[src/rtl/demux32_fifo.sv]
// 1-to-2 registered demultiplexer: a single producer stream is steered by in_sel
// into one of two small FIFOs, each with its own valid/ready consumer port.
module demux32_fifo #(
  parameter int unsigned WIDTH = 32,
  parameter int unsigned DEPTH = 2,
  parameter int unsigned CNTW  = 2
) (
  input  logic             clk,
  input  logic             rst,
  input  logic             in_valid,
  output logic             in_ready,
  input  logic [WIDTH-1:0] in_data,
  input  logic             in_sel,
  output logic             a_valid,
  input  logic             a_ready,
  output logic [WIDTH-1:0] a_data,
  output logic             b_valid,
  input  logic             b_ready,
  output logic [WIDTH-1:0] b_data,
  output logic [CNTW-1:0]  a_count,
  output logic [CNTW-1:0]  b_count
);

  localparam int unsigned PW = (DEPTH > 1) ? $clog2(DEPTH) : 1;

  // Index 0 is FIFO A, index 1 is FIFO B.
  logic [WIDTH-1:0] mem_q [2][DEPTH];
  logic [WIDTH-1:0] mem_d [2][DEPTH];
  logic [PW-1:0]    rd_q  [2];
  logic [PW-1:0]    rd_d  [2];
  logic [PW-1:0]    wr_q  [2];
  logic [PW-1:0]    wr_d  [2];
  logic [CNTW-1:0]  cnt_q [2];
  logic [CNTW-1:0]  cnt_d [2];

  logic [1:0] valid;
  logic [1:0] out_ready;
  logic [1:0] push;
  logic [1:0] pop;

  // Readiness looks only at registered occupancy, so a full FIFO stalls even if it drains this cycle.
  assign in_ready  = (in_sel ? cnt_q[1] : cnt_q[0]) != CNTW'(DEPTH);
  assign valid     = {cnt_q[1] != '0, cnt_q[0] != '0};
  assign out_ready = {b_ready, a_ready};
  assign push      = {in_valid & in_ready & in_sel, in_valid & in_ready & ~in_sel};
  assign pop       = valid & out_ready;

  always_comb begin
    mem_d = mem_q;
    rd_d  = rd_q;
    wr_d  = wr_q;
    cnt_d = cnt_q;
    for (int unsigned i = 0; i < 2; i++) begin
      if (push[i]) begin
        mem_d[i][wr_q[i]] = in_data;
        wr_d[i]           = wr_q[i] + PW'(1);
      end
      if (pop[i]) begin
        rd_d[i] = rd_q[i] + PW'(1);
      end
      case ({push[i], pop[i]})
        2'b10:   cnt_d[i] = cnt_q[i] + CNTW'(1);
        2'b01:   cnt_d[i] = cnt_q[i] - CNTW'(1);
        default: cnt_d[i] = cnt_q[i];
      endcase
    end
  end

  always_ff @(posedge clk or posedge rst) begin
    if (rst) begin
      for (int unsigned i = 0; i < 2; i++) begin
        rd_q[i]  <= '0;
        wr_q[i]  <= '0;
        cnt_q[i] <= '0;
      end
    end else begin
      rd_q  <= rd_d;
      wr_q  <= wr_d;
      cnt_q <= cnt_d;
    end
  end

  // Storage needs no reset: outputs are gated to zero whenever a FIFO is empty.
  always_ff @(posedge clk) begin
    mem_q <= mem_d;
  end

  assign a_valid = valid[0];
  assign b_valid = valid[1];
  assign a_data  = valid[0] ? mem_q[0][rd_q[0]] : '0;
  assign b_data  = valid[1] ? mem_q[1][rd_q[1]] : '0;
  assign a_count = cnt_q[0];
  assign b_count = cnt_q[1];

endmodule
[config.mk]
export PLATFORM = sky130hd
export DESIGN_NAME = demux32_fifo
export DESIGN_NICKNAME = d
export VERILOG_FILES = /design/src/rtl/demux32_fifo.sv
export SDC_FILE = /design/constraint.sdc
export NUM_CORES = 1
export LEC_CHECK = 0
export CAP_MARGIN = 30
export CORE_MARGIN = 3
export CORE_UTILIZATION = 30
export DETAILED_ROUTE_END_ITERATION = 8
export REMOVE_ABC_BUFFERS = 1
export SLEW_MARGIN = 40
export SYNTH_ARGS = -nofsm -noshare
export SYNTH_HDL_FRONTEND = slang
export SYNTH_SLANG_ARGS = --single-unit
[constraint.sdc]
create_clock -name clk -period 2.9 [get_ports clk]
set_input_delay 0.58 -clock clk [delete_from_list [all_inputs] [get_ports clk]]
set_output_delay 0.58 -clock clk [all_outputs]
set_load 0.005 [all_outputs]
# Word level (Yosys, flattened, before mapping)
# Cells that the tools add are included.
[word_totals]
register_bits = 136
output_inout_bits = 71
in_bits = 38
[op_classes]
n_eq_ne = 5
reduce_logical = 6
order_cmp = 6
add_sub_neg = 8
mux = 17
bitwise = 9
[op_table]
columns = ["cell", "count"]
rows = [
  ["$mux 32", 10],
  ["$bwmux 64", 2],
  ["$demux 32 s1", 2],
  ["$ge 2x2->1 const B", 4],
  ["$not 1->2", 4],
  ["$pmux 2 s2", 2],
  ["$reduce_bool 2->1", 4],
  ["$add 1x1->1 const B", 4],
  ["$add 2x1->2 const B", 2],
  ["$eq 2x1->1 const B", 2],
  ["$eq 2x2->1 const B", 2],
  ["$lt 2x1->1 const B", 2],
  ["$sub 2x1->2 const B", 2],
  ["$and 1x1->1", 3],
  ["$and 2x2->2", 1],
  ["$logic_and 1x1->1", 2],
  ["$mux 2", 1],
  ["$ne 2x2->1 const B", 1],
  ["$not 1->1", 1],
]

# Logic depth before layout (Yosys ltp)
# Gate-level depths: netlist (run 1).
[logic_depth]
ltp_word = 6
depth_mapped = 7

# Least setup slack after synthesis (run 1)
# Ideal clock, no wire load.
[synth_timing]
path_type = "input to register"
from = "input port in_sel"
to = "register mem_q[100] in the netlist's numbering (enable)"
path_slack_ns = 0.288
arrival_ns = 2.191
setup_ns = 0.421
path_buffers = 0
t_required_ns = 2.479
stages = 2
path_cell_list = "nand3b_2 -> nor2_1"
[synth_between]
elab_chain_cells = 4
[synth_rtl]
columns = ["item", "line", "source"]
rows = [
  ["from (decl)", "13", "input logic in_sel,"],
  ["$mux 2", "42", "assign in_ready = (in_sel ? cnt_q[1] : cnt_q[0]) != CNTW'(DEPTH);"],
  ["$ne 2x2->1", "42", ""],
  ["$and 1x1->1", "45", "assign push = {in_valid & in_ready & in_sel, in_valid & in_ready & ~in_sel};"],
  ["$and 1x1->1 *", "45", ""],
  ["to (signal assigned)", "85", "mem_q <= mem_d;"],
  ["to (decl)", "27", "logic [WIDTH-1:0] mem_q [2][DEPTH];"],
]
# Every way passes the cells marked *; elsewhere a longest branch is shown, timed or not.
# A chain may end at the register's enable or synchronous reset.

# Final worst setup path (run 1)
[layout_timing]
from = "register rd_q[1] in the netlist's numbering"
to = "output port a_data[28]"
[layout_between]
elab_chain_cells = 5
[layout_rtl]
columns = ["item", "line", "source"]
rows = [
  ["from (decl)", "29", "logic [PW-1:0] rd_q [2];"],
  ["from (signal assigned)", "77", "rd_q <= rd_d;"],
  ["$not 1->2 (implied by the code)", "90", "assign a_data = valid[0] ? mem_q[0][rd_q[0]] : '0;"],
  ["$mux 32 (implied by the code) (3 in series)", "90", ""],
  ["$mux 32", "90", ""],
  ["to (decl)", "16", "output logic [WIDTH-1:0] a_data,"],
]
# Every way passes these cells. The select of a mux whose other input is x is not followed.

==> summary.txt, run 1 <==
outcome: complete, no violations
Worst Setup SP: rd_q[1]
die height: 139 um
Place WS: 444 ps
CP max stage delay: 690 ps
fin crit period: 2720 ps
global-route wire length before repair: 17,600 um
Data arrival, critical path: 2140 ps
Placer Congestion: 0.694
GRT Residual Overflow: 0
Worst Tran Pin Value: 518 ps
Required @ worst endpoint: 2320 ps
synth top area cells: edfxtp_1 73%, mux2i_1 12%, nor2_1 5.0%
DRT antenna net count: 0
GRT met3 Usage: 4.00%
Critical Path, Cell by Cell: buf_12 -> mux2i_1 -> nor2_1 -> clkdlybuf4s50_1
CTS Sinks: 136
Buf+Inv Stages, Crit Path: 2
CTS tree: built
share of layout cells above drive strength 1: 11.8%
period utilization: 93.7%
initial antenna violation count: 0
static leakage: 2.67 nW
max-cap violation count: 0
Clock Tree Buf Depth: 2
DIE AREA: 19,200 sq um
# hold bufs at CTS: 0
CP Class: flop to output port
number of CTS-inserted buffers: 17
GR Layer Usage met2: 20.2%
slowest CP cell: dfrtp_2
# Post-CTS Setup Buffers: 0
root buffer cell: clkbuf_16
area delta synth->final: 37.9%
Nets: 477
max-slew violations: 0
Worst Skew: 6.75 ps
Synth Cell Area: 5280 sq um
VDD IR max: 526 uV
sequential-to-total area share from yosys stat: 76.6%
setup TNS: 0 ps
DR pass1 iterations: 4
Die Wd: 139 um
post-route insts no fill: 670
Placed Cells incl. Taps: 638
clk slew on worst S/H paths: 50 ps
Synth top area share: 72.8%
Mapped Cells: 310
Hold Path Class: primary input to async pin
Startpoint Class: flop
delay-heaviest family, CP: buffers and inverters
Worst R2R End: a_count[1]
post_cts resized: 0
f_max: 0.368 GHz
I/O Buffers: 108
Worst setup EP type: output port
Layout fillers: 1,498
Worst setup endpoint: a_data[28]
largest net degree at the start of global routing: 20
CP Depth: 4
drt wl/cell: 16.9 um
PwrDens: 1030 nW/um^2
DRT iter0 DRCs: 136
vias post-DR: 2,932
Clock Latency Late Sink: 410 ps
Final WS setup: 184 ps
RSZ-0062 raised after global routing: false
Crit Path Max Fanout: 18
number of vias per cell: 4.38
R2R depth: 7
DRT Wirelength: 11,300 um
diodes inserted: 0
RR Startpoint: a_count[0]
vias in the first global route: 3,130
Initial Util: 31.3%
# DRC: 0
Yosys cell types: 18
H-tree depth: 4
GRT Max-Usage Layer: met2
Synth area leader: edfxtp_1
cell row count: 47
Mean Syn Cell Area: 17.0 sq um
HPWL after DPL: 7400 um
Final Setup Violations: 0
total core area: 16,900 sq um
gr usage total: 12.1%
Fin. Hold Viols: 0
IO Pins: 109
Seq cells post-synth: 136
r2r setup slk: 860 ps
Relative slew margins: 65.5%
yosys warns: 0
met1 Use GR: 14.4%
==> how the worst min path moves through the flow <==
stage                        from    endpoint  slack [ps]
after global routing          rst     wr_q[1]         450
after detailed placement  wr_q[1]     wr_q[1]         550
after floorplan               rst  a_count[0]         400
after global placement    wr_q[0]     wr_q[0]         540
final                         rst     wr_q[1]         430
after CTS                     rst     wr_q[1]         420
==> per-layer routing <==
layer  wire (um)  share of wire (%)
met1        4830                 43
met2        5640                 50
met3         706                6.2
met4         165                1.5
met5           0                  0
==> cells in the final DEF (no fill, tap or decap), types with 2 or more instances in the layout <==
cell,count
and2_4,2
buf_12,2
buf_4,12
bufinv_16,4
clkbuf_1,4
clkbuf_16,17
clkdlybuf4s50_1,108
clkinv_1,4
clkinv_2,2
dfrtp_1,6
dfrtp_2,2
edfxtp_1,128
ha_1,2
inv_1,3
inv_2,2
mux2i_1,64
nand2b_1,2
nor2_1,66
nor2_4,6
xnor2_1,6
xor2_1,4
==> area by class of cell <==
class / count / area (sq um) / area share (%)
Sequential cell: 136 / 4050 / 55.6
Timing Repair Buffer: 122 / 1210 / 16.6
Multi-Input combinational cell: 155 / 1130 / 15.5
Clock buffer: 21 / 440 / 6.05
Tap cell: 220 / 275 / 3.78
Clock inverter: 11 / 154 / 2.11
Inverter: 5 / 18.8 / 0.258
==> cell usage after synthesis <==
library cell and number:
mux2i_1 64, edfxtp_1 128, nor2_1 70, buf_6 6
and2_4 2, ha_1 2, buf_4 2, mux2_2 1
nor2_4 2, inv_2 2, nand2b_1 2, xor2_1 4
buf_2 6, dfrtp_1 8, nand3_2 1, inv_1 3
xnor2_1 6, nand3b_2 1
==> stage by stage <==
stage                     utilization (%)  total power, mW  hold slack (ps)  cell area, sq um
final                                43.1             7.49              431              7280
after global routing                 43.1             7.89              449              7280
after CTS                            43.1             7.63              420              7280
after detailed placement             39.6             5.42              546              6680
after global placement               39.6             5.39              536              6680
after floorplan                         -             3.80              396              5160
==> where the power goes <==
group | leakage, nW | switching, mW | internal (mW) | total [mW]
logic | 1.12 | 1.18 | 1.49 | 2.67
registers | 1.26 | 0.188 | 2.47 | 2.65
clock network | 0.289 | 0.745 | 1.42 | 2.17
total | 2.67 | 2.11 | 5.38 | 7.49
==> cells by family (layout without fill, tap and decap cells) <==
| logic type | Yosys count | count (layout) | share of synthesized area, % |
|---|---|---|---|
| mux | 65 | 65 | 12.4 |
| buf+inv | 19 | 159 | 2.49 |
| xor+xnor | 10 | 10 | 1.66 |
| flops | 136 | 136 | 76.6 |
| simple gates | 78 | 78 | 6.38 |
| fa+ha+maj | 2 | 2 | 0.474 |
==> sequential cells by signal (all words and copies together) (netlist names) <==
signal / cells
mem_q: 128
wr_q: 2
a_count: 2
b_count: 2
rd_q: 2
Note: power is estimated with default switching activity, not from simulation.
==> inputs of run 2 (changes only) <==
- CORE_MARGIN: 3 -> unset
- CORE_UTILIZATION: 30 -> 48
- PLACE_DENSITY: unset -> 0.76
==> run 2 against run 1 <==
Against the previous run: clock power decreased by 7%; hold slack got worse by 91 ps; largest cell class unchanged; count of clock-buffer cells in the layout decreased by 2; critical path type unchanged.
==> summary.txt, run 2 (synthesis results as in run 1) <==
global-route wire length before repair: 15,400 um (was 17,600 um)
max-slew violations: 0 (unchanged)
r2r setup slk: 1000 ps (was 860 ps)
Clock Tree Buf Depth: 2 (unchanged)
DRT Wirelength: 10,000 um (was 11,300 um)
cell row count: 37 (was 47)
Crit Path Max Fanout: 33 (was 18)
power share of the combinational group: 36.6% (was 35.6%)
most frequent cells in the layout: 128 x edfxtp_1, 108 x clkdlybuf4s50_1, 66 x nor2_1, 64 x mux2i_1, 16 x clkbuf_16 (was 128 x edfxtp_1, 108 x clkdlybuf4s50_1, 66 x nor2_1, 64 x mux2i_1, 17 x clkbuf_16)
IO Pins: 109 (unchanged)
root buffer cell: clkbuf_8 (was clkbuf_16)
sequential power share: 35.7% (was 35.4%)
Worst R2R End: b_count[1] (was a_count[1])
CTS tree: built (unchanged)
die height: 107 um (was 139 um)
DIE AREA: 11,400 sq um (was 19,200 sq um)
Hold Path Class: primary input to async pin (unchanged)
GRT Residual Overflow: 0 (unchanged)
slowest CP cell: clkdlybuf4s50_1 (was dfrtp_2)
drt wl/cell: 17.1 um (was 16.9 um)
Net Switching: 2.10 mW (was 2.11 mW)
I/O Buffers: 108 (unchanged)
vias in the first global route: 2,927 (was 3,130)
number of CTS-inserted buffers: 17 (unchanged)
Largest Register: mem_q (unchanged)
switching share of power: 28.9% (was 28.2%)
Startpoint Class: flop (unchanged)
RSZ-0062 raised after global routing: false (unchanged)
post-route insts no fill: 586 (was 670)
vias post-DR: 2,922 (was 2,932)
Internal Power: 5.17 mW (was 5.38 mW)
max-cap violation count: 0 (unchanged)
Initial Util: 50.2% (was 31.3%)
largest net degree at the start of global routing: 34 (was 20)
initial antenna violation count: 0 (unchanged)
# DRC: 0 (unchanged)
Placer Congestion: 0.709 (was 0.694)
HPWL after DPL: 6240 um (was 7400 um)
post_cts resized: 0 (unchanged)
RR Startpoint: b_count[0] (was a_count[0])
Critical Path, Cell by Cell: nor2_4 -> buf_4 -> nor2_1 -> clkdlybuf4s50_1 (was buf_12 -> mux2i_1 -> nor2_1 -> clkdlybuf4s50_1)
number of vias per cell: 4.99 (was 4.38)
setup TNS: 0 ps (unchanged)
static leakage: 2.64 nW (was 2.67 nW)
diodes inserted: 0 (unchanged)
gr usage total: 18.7% (was 12.1%)
f_max: 0.378 GHz (was 0.368 GHz)
outcome: complete, no violations (unchanged)
share of layout cells above drive strength 1: 13.1% (was 11.8%)
total core area: 10,500 sq um (was 16,900 sq um)
Final Setup Violations: 0 (unchanged)
R2R depth: 7 (unchanged)
area delta synth->final: 35.5% (was 37.9%)
DR pass1 iterations: 4 (unchanged)
clock power share: 27.7% (was 28.9%)
Required @ worst endpoint: 2320 ps (about the same)
Die Wd: 107 um (was 139 um)
Worst setup EP type: output port (unchanged)
Data arrival, critical path: 2070 ps (was 2140 ps)
# hold bufs at CTS: 0 (unchanged)
Nets: 477 (unchanged)
DRT antenna net count: 0 (unchanged)
clk slew on worst S/H paths: 60 ps (was 50 ps)
DRT iter0 DRCs: 148 (was 136)
Clock Latency Late Sink: 510 ps (was 410 ps)
PwrDens: 1020 nW/um^2 (was 1030 nW/um^2)
H-tree depth: 4 (unchanged)
Worst Skew: 9.83 ps (was 6.75 ps)
fin crit period: 2650 ps (was 2720 ps)
most common cell after layout, fill and taps aside: edfxtp_1 (unchanged)
period utilization: 91.3% (was 93.7%)
CP max stage delay: 470 ps (was 690 ps)
CP Class: flop to output port (unchanged)
Relative slew margins: 72.1% (was 65.5%)
Worst Tran Pin Value: 418 ps (was 518 ps)
Fin. Hold Viols: 0 (unchanged)
CTS Sinks: 136 (unchanged)
VDD IR max: 430 uV (was 526 uV)
Placed Cells incl. Taps: 552 (was 638)
Largest register FFs: 128 (unchanged)
run 2: cell types whose count changed in the layout (fill, tap and decap cells not counted), moves of 2 or more:
cell / change
clkinv_1: -4
clkinv_4: +2
inv_6: +3
clkinvlp_4: +4
clkbuf_1: -2
bufinv_16: -2
run 2: metal layers:
metal	routed length (um)	vias to the layer above	global-route usage, %
met5	0	-	0
met2	5170	90	31.5
li1	-	1392	-
met1	4330	1432	23.1
met4	137	0	8.22
met3	381	8	4.19
run 2: worst max path at each step:
stage,start,to,slack [ps],cells past startpoint
floorplan,in_sel,mem_q[100],290,2
global placement,in_sel,in_ready,450,3
detailed placement,in_sel,in_ready,440,3
CTS,a_count[0],a_data[31],20,4
global route,b_count[0],b_data[24],130,4
finish,b_count[0],b_data[24],250,4
run 2: metrics by stage:
stage                     worst slack, ps  util (%)  hold WS [ps]  area [sq um]  power [mW]
after global routing                  127      68.0           353          7150        7.63
after global placement                452      62.4           534          6560        5.26
after detailed placement              436      62.4           539          6560        5.30
after CTS                            24.3      67.9           327          7130        7.32
final                                 253      68.0           339          7150        7.28
after floorplan                       288         -           396          5160        3.80
run 2: power by group through the flow:
stage          sequential [mW]  clock (mW)  combinational, mW
3_3_place_gp              2.62           0               2.64
2_1_floorplan             2.78           0               1.01
4_1_cts                   2.60        2.04               2.68
6_report                  2.60        2.02               2.66
5_1_grt                   2.62        2.13               2.87
3_5_place_dp              2.64           0               2.67
run 2: timing repair:
action | CTS | global route
endpoints found under the setup margin | 0 | 19
buffers inserted | 0 | 2
endpoints found under the hold margin | 0 | 0
run 2: cell type report:
class	count	area (sq um)
tap	136	170
clock buffer	19	422
multi-input combinational	155	1130
clock inverter	13	148
timing repair buffer	122	1210
sequential	136	4050
inverter	5	18.8
fill	740	3360
run 2: worst max-delay path: cells and delay by family, from the launching register on:
| kind | cells | cell delay, ps |
|---|---|---|
| buf+inv | 2 | 850 |
| flops | 1 | 460 |
| simple gates | 2 | 250 |
